<file path="config.mk">
export PLATFORM = sky130hd
export DESIGN_NAME = axi_lite_reg_slave
export DESIGN_NICKNAME = d
export VERILOG_FILES = /design/src/rtl/axi_lite_pkg.sv /design/src/rtl/axi_lite_reg_bank.sv /design/src/rtl/axi_lite_reg_slave.sv
export SDC_FILE = /design/constraint.sdc
export NUM_CORES = 1
export LEC_CHECK = 0
export CORE_AREA = 4 4 247 249
export CTS_CLUSTER_DIAMETER = 120
export DETAILED_ROUTE_END_ITERATION = 6
export DIE_AREA = 0 0 251 253
export PLACE_DENSITY = 0.8
export SLEW_MARGIN = 20
export SYNTH_ARGS = -nofsm -noshare
export SYNTH_HDL_FRONTEND = slang
export SYNTH_SLANG_ARGS = --single-unit
</file>
<file path="constraint.sdc">
create_clock -name clk -period 5.81 [get_ports clk]
set_clock_uncertainty 0.2 [all_clocks]
set_input_delay 1.162 -clock clk [delete_from_list [all_inputs] [get_ports clk]]
set_output_delay 1.162 -clock clk [all_outputs]
set_load 0.005 [all_outputs]
</file>
<file path="src/rtl/axi_lite_pkg.sv">
// axi_lite_pkg: shared response codes, FSM state types and byte-strobe merge for the AXI-Lite register slave
package axi_lite_pkg;
  localparam int AXI_DATA_W = 32;
  typedef enum logic [1:0] {RESP_OKAY = 2'b00, RESP_SLVERR = 2'b10} resp_t;
  typedef enum logic {W_IDLE, W_RESP} wr_state_t;
  typedef enum logic {R_IDLE, R_DATA} rd_state_t;
  function automatic logic [AXI_DATA_W-1:0] strb_merge(
    input logic [AXI_DATA_W-1:0] old_v,
    input logic [AXI_DATA_W-1:0] new_v,
    input logic [AXI_DATA_W/8-1:0] strb
  );
    logic [AXI_DATA_W-1:0] r;
    r = old_v;
    for (int i = 0; i < AXI_DATA_W/8; i++) if (strb[i]) r[i*8 +: 8] = new_v[i*8 +: 8];
    return r;
  endfunction
endpackage

</file>
<file path="src/rtl/axi_lite_reg_bank.sv">
// axi_lite_reg_bank: register storage with byte-strobe write port and combinational indexed read
module axi_lite_reg_bank import axi_lite_pkg::*; #(
  parameter int DATA_W = AXI_DATA_W,
  parameter int NUM_REGS = 16,
  localparam int RI_W = $clog2(NUM_REGS)
) (
  input  logic                       clk,
  input  logic                       rst,
  input  logic                       we,
  input  logic [RI_W-1:0]            widx,
  input  logic [DATA_W-1:0]          wdata,
  input  logic [DATA_W/8-1:0]        wstrb,
  input  logic [RI_W-1:0]            ridx,
  output logic [DATA_W-1:0]          rdata,
  output logic [NUM_REGS*DATA_W-1:0] regs
);
  logic [DATA_W-1:0] mem [NUM_REGS];
  always_ff @(posedge clk) begin
    if (rst) for (int i = 0; i < NUM_REGS; i++) mem[i] <= '0;
    else if (we) mem[widx] <= strb_merge(mem[widx], wdata, wstrb);
  end
  assign rdata = mem[ridx];
  for (genvar i = 0; i < NUM_REGS; i++) begin : g_flat
    assign regs[i*DATA_W +: DATA_W] = mem[i];
  end
endmodule

</file>
<file path="src/rtl/axi_lite_reg_slave.sv">
// axi_lite_reg_slave: AXI-Lite register bank slave; AXI_LITE_REG_STATUS_EN turns the last reg into a read-only view of status_i
module axi_lite_reg_slave import axi_lite_pkg::*; #(
  parameter int ADDR_W = 8,
  parameter int DATA_W = AXI_DATA_W,
  parameter int NUM_REGS = 16,
  localparam int STRB_W = DATA_W/8
) (
  input  logic                       clk,
  input  logic                       rst,
  input  logic                       awvalid,
  output logic                       awready,
  input  logic [ADDR_W-1:0]          awaddr,
  input  logic [2:0]                 awprot,
  input  logic                       wvalid,
  output logic                       wready,
  input  logic [DATA_W-1:0]          wdata,
  input  logic [STRB_W-1:0]          wstrb,
  output logic                       bvalid,
  input  logic                       bready,
  output logic [1:0]                 bresp,
  input  logic                       arvalid,
  output logic                       arready,
  input  logic [ADDR_W-1:0]          araddr,
  input  logic [2:0]                 arprot,
  output logic                       rvalid,
  input  logic                       rready,
  output logic [DATA_W-1:0]          rdata,
  output logic [1:0]                 rresp,
`ifdef AXI_LITE_REG_STATUS_EN
  input  logic [DATA_W-1:0]          status_i,
`endif
  output logic [NUM_REGS*DATA_W-1:0] regs_o,
  output logic [NUM_REGS-1:0]        wr_pulse_o
);
  localparam int IDX_W = ADDR_W - 2;
  localparam int RI_W = $clog2(NUM_REGS);
`ifdef AXI_LITE_REG_STATUS_EN
  localparam int WR_REGS = NUM_REGS - 1;
`else
  localparam int WR_REGS = NUM_REGS;
`endif
  wr_state_t wr_state, wr_next;
  rd_state_t rd_state, rd_next;
  logic aw_held, w_held, aw_hs, w_hs, ar_hs, have_aw, have_w, commit, w_ok, we, r_ok;
  logic [IDX_W-1:0] aw_idx_q, w_idx, r_idx;
  logic [DATA_W-1:0] wdata_q, w_data, bank_rdata, rd_val;
  logic [STRB_W-1:0] wstrb_q, w_strb;
  logic [NUM_REGS*DATA_W-1:0] bank_regs;
  logic unused_bits;
  assign unused_bits = ^{awprot, arprot, awaddr[1:0], araddr[1:0]};
  always_comb begin
    awready = wr_state == W_IDLE && !aw_held;
    wready = wr_state == W_IDLE && !w_held;
    bvalid = wr_state == W_RESP;
    aw_hs = awvalid && awready;
    w_hs = wvalid && wready;
    have_aw = aw_held || aw_hs;
    have_w = w_held || w_hs;
    commit = have_aw && have_w;
    w_idx = aw_held ? aw_idx_q : awaddr[ADDR_W-1:2];
    w_data = w_held ? wdata_q : wdata;
    w_strb = w_held ? wstrb_q : wstrb;
    w_ok = {1'b0, w_idx} < (IDX_W+1)'(WR_REGS);
    we = commit && w_ok;
    wr_next = commit ? W_RESP : (bvalid && bready) ? W_IDLE : wr_state;
  end
  always_ff @(posedge clk) begin
    if (rst) begin
      wr_state <= W_IDLE;
      aw_held <= 1'b0;
      w_held <= 1'b0;
      aw_idx_q <= '0;
      wdata_q <= '0;
      wstrb_q <= '0;
      bresp <= RESP_OKAY;
      wr_pulse_o <= '0;
    end else begin
      wr_state <= wr_next;
      aw_held <= have_aw && !commit;
      w_held <= have_w && !commit;
      if (aw_hs) aw_idx_q <= awaddr[ADDR_W-1:2];
      if (w_hs) begin
        wdata_q <= wdata;
        wstrb_q <= wstrb;
      end
      if (commit) bresp <= w_ok ? RESP_OKAY : RESP_SLVERR;
      wr_pulse_o <= NUM_REGS'(we) << w_idx[RI_W-1:0];
    end
  end
  always_comb begin
    arready = rd_state == R_IDLE;
    rvalid = rd_state == R_DATA;
    ar_hs = arvalid && arready;
    r_idx = araddr[ADDR_W-1:2];
    r_ok = {1'b0, r_idx} < (IDX_W+1)'(NUM_REGS);
    rd_next = ar_hs ? R_DATA : (rvalid && rready) ? R_IDLE : rd_state;
  end
  always_ff @(posedge clk) begin
    if (rst) begin
      rd_state <= R_IDLE;
      rdata <= '0;
      rresp <= RESP_OKAY;
    end else begin
      rd_state <= rd_next;
      if (ar_hs) begin
        rdata <= r_ok ? rd_val : '0;
        rresp <= r_ok ? RESP_OKAY : RESP_SLVERR;
      end
    end
  end
`ifdef AXI_LITE_REG_STATUS_EN
  assign rd_val = r_idx == IDX_W'(NUM_REGS-1) ? status_i : bank_rdata;
  always_comb begin
    regs_o = bank_regs;
    regs_o[(NUM_REGS-1)*DATA_W +: DATA_W] = status_i;
  end
`else
  assign rd_val = bank_rdata;
  assign regs_o = bank_regs;
`endif
  axi_lite_reg_bank #(.DATA_W(DATA_W), .NUM_REGS(NUM_REGS)) u_bank (
    .clk(clk),
    .rst(rst),
    .we(we),
    .widx(w_idx[RI_W-1:0]),
    .wdata(w_data),
    .wstrb(w_strb),
    .ridx(r_idx[RI_W-1:0]),
    .rdata(bank_rdata),
    .regs(bank_regs)
  );
endmodule

</file>
==> impl_metrics.csv <==
group,metric,value,unit
timing,fin_crit_sh,69.39,%
critical_path,path_cells,"o22ai_1 -> a211oi_4 -> nand4_1 -> nand2b_1",
detailed_routing,vias,20320,
placed_design,dp_cells,3266,
placed_design,place_hpwl,70.15,mm
critical_path,cp_slowest_cell,"dfxtp_1",
synthesis,synth-simple-area-share,14.48,%
timing,rsz0062_at_grt,"no",
detailed_routing,first_pass_iters,5,
critical_path,arrival,4100,ps
final_layout,instances_no_fill,3381,
synthesis,yosysSeqAreaShare,65.36,%
floorplan,ios,634,
synthesis,mappedNetlistArea,26470,um2
floorplan,die_area,63500,um2
flow_run,maxCapViolations,0,
synthesis,ys_top_cells_by_area,"edfxtp_1, mux4_2, nor2_1",
cts,numCtsBuffers,61,
synthesis,yosys.area_share.adder,0,%
cts,clock_path_buffers,3,
timing,tightest_slew,1137,ps
placed_design,io_buffer_count,621,
final_layout,antennaDiodeCount,0,
synthesis,avgSynthCellArea,13.48,um2
pwr,combPwrFrac,11.5,%
pwr,swShare,24.50,%
detailed_routing,wire_per_inst,28.49,um
critical_path,startpoint_type,"register",
placed_design,pre_cts_ws,1257,ps
timing,finalSetupViolCount,0,
floorplan,die_x,251,um
pwr,finalPower,10180,uW
synthesis,synthMuxAreaShare,13.59,%
cts,root_buffer,"clkbuf_16",
pwr,p_switching,2493,uW
synthesis,synthCells,1963,
cts,cts_setup_buffers,0,
min_path,hold_class,"register to register",
grt,grt_usage,28.88,%
timing,setup_tns,0,ps
synthesis,synth-seq-cells,608,
grt,grt_pass1_vias,19750,
pwr,ir_drop,239.6,uV
cts,clock_latency,630,ps
critical_path,worstPathRequired,5880,ps
critical_path,slowest_delay,940,ps
final_layout,final_common_cell,"clkdlybuf4s50_1",
timing,fmax,248.0,MHz
critical_path,worst_setup_path_end_kind,"register",
synthesis,yosysUniqueCellTypes,39,
timing,timing_hold_violations_final,0,
final_layout,mostFrequentLayoutCells,"clkdlybuf4s50_1, nor2_1, edfxtp_1",
floorplan,rows,89,
floorplan,core_area,58690,um2
cts,cts-resized-gates,0,
pwr,p_per_area,286.2,nW/um2
final_layout,fin_util,60.60,%
cts,ctsHoldBuffers,0,
placed_design,routabilityCongestion,0.9504,
pwr,leakagePower,0.01250,uW
pwr,seqPwrFrac,49.3,%
detailed_routing,drtAntennaViolNets,0,
final_layout,drive_above_1_share,12.65,%
floorplan,die_h,253,um
cts,clkSinkCount,608,
critical_path,critPathKind,"register to register",
floorplan,start_util,45.10,%
grt,grt_max_degree,68,
pwr,internal_power,7684,uW
cts,clk_pin_slew,60,ps
detailed_routing,drt-initial-drc-count,2279,
synthesis,synth_warnings,0,
grt,gr-total-overflow,0,
final_layout,syn_to_final_growth,34.38,%
pwr,power.share.clock,39.2,%
synthesis,synth_top_family_by_area,"simple AND/OR/NAND/NOR gates",
synthesis,synthXorXnorAreaFrac,0,%
final_layout,fin_nets,2622,
synthesis,synth_top_area_share,58.09,%
critical_path,crit_fanout,27,
synthesis,synth_compound_area_share,4.326,%
grt,antenna_found_initial,3,
timing,maxSlewViolCount,0,
grt,grt_pass1_wl,136.3,mm
timing,period_minus_slack,4032,ps
detailed_routing,post-route-drc-count,0,
outcome,outcome,"complete, no violations",
synthesis,yosysTopAreaCell,"edfxtp_1",
detailed_routing,wirelength,96.31,mm
detailed_routing,viasPerCell,6.009,
final_layout,n_fill_cell,4340,
cts,cts_tree,"yes",
cts,htree_levels,2,
timing,setup_ws,1778,ps
timing,slew_headroom,22.70,%
critical path, delay by kind of cell, from the launching register on:
family,cells,cell delay [ps]
AOI/OAI and AO/OA,2,1170
DFF,1,940
and+or+nand+nor,2,1350
area by class of cell:
cell class                      count  area [um2]  area share, %
Sequential cell                   608       17300          48.64
Multi-Input combinational cell   1223        8718          24.52
Timing Repair Buffer              660        6544          18.40
Clock buffer                       83        1724          4.848
Tap cell                          773       967.2          2.720
Clock inverter                     31       300.3         0.8444
Inverter                            3       11.26        0.03166
cell families (layout without fill, tap and decap cells):
| group | after synthesis | count (layout) |
|---|---|---|
| AO/OA/AOI/OAI | 164 | 164 |
| buffers and inverters | 133 | 777 |
| flip-flops | 608 | 608 |
| multiplexers | 239 | 239 |
| other | 1 | 2 |
| AND/OR/NAND/NOR | 818 | 818 |
registers in the layout, summed over array words and instances (netlist names):
register	flops
rdata	32
aw_idx_q	6
wr_pulse_o	16
rvalid	1
w_held	1
u_bank.mem	512
rresp	1
bvalid	1
aw_held	1
bresp	1
wdata_q	32
wstrb_q	4
power groups by stage:
| stage | clock [uW] | sequential [uW] | combinational (uW) |
|---|---|---|---|
| after floorplan | 0 | 5050 | 544 |
| after global placement | 0 | 5100 | 1120 |
| after detailed placement | 0 | 5100 | 1150 |
| after CTS | 4000 | 5010 | 1160 |
| after global routing | 4190 | 5030 | 1220 |
| final | 3990 | 5020 | 1170 |
worst paths after layout:
| path | from | end | slack (ps) | depth (start not counted) |
|---|---|---|---|---|
| max reg2reg | aw_held | u_bank.mem[5][18] | 1780 | 4 |
| min reg2reg | wstrb_q[1] | wstrb_q[1] | 250 | 2 |
| max | aw_held | u_bank.mem[5][18] | 1780 | 4 |
| min | wstrb_q[1] | wstrb_q[1] | 250 | 2 |
cells in the mapped netlist (all sizes together):
cell / number
a211oi: 3
a21oi: 50
a22oi: 46
a32oi: 32
and2: 6
buf: 56
clkbuf: 74
conb: 1
dfxtp: 96
edfxtp: 512
inv: 3
mux2: 3
mux2i: 140
mux4: 96
nand2: 78
nand2b: 96
nand3: 57
nand3b: 6
nand4: 13
nor2: 545
nor2b: 2
nor3b: 1
nor4: 2
o21ai: 32
o22ai: 1
or3: 4
or3b: 7
or4b: 1
routing by layer:
metal / track usage (%) / routed length (um) / vias up
met3: 6.841 / 11120 / 275
met1: 37.22 / 34370 / 10050
met5: 0 / 39 / -
met4: 11.41 / 4356 / 6
met2: 47.79 / 46420 / 1598
li1: - / - / 8389
per-stage QoR:
stage	area, um2	hold WS (ps)
2_1_floorplan	26470	236.0
3_3_place_gp	33470	243.7
4_1_cts	35520	255.8
3_5_place_dp	33490	247.6
6_report	35560	252.9
5_1_grt	35560	277.2
(Power assumes the default switching activity.)
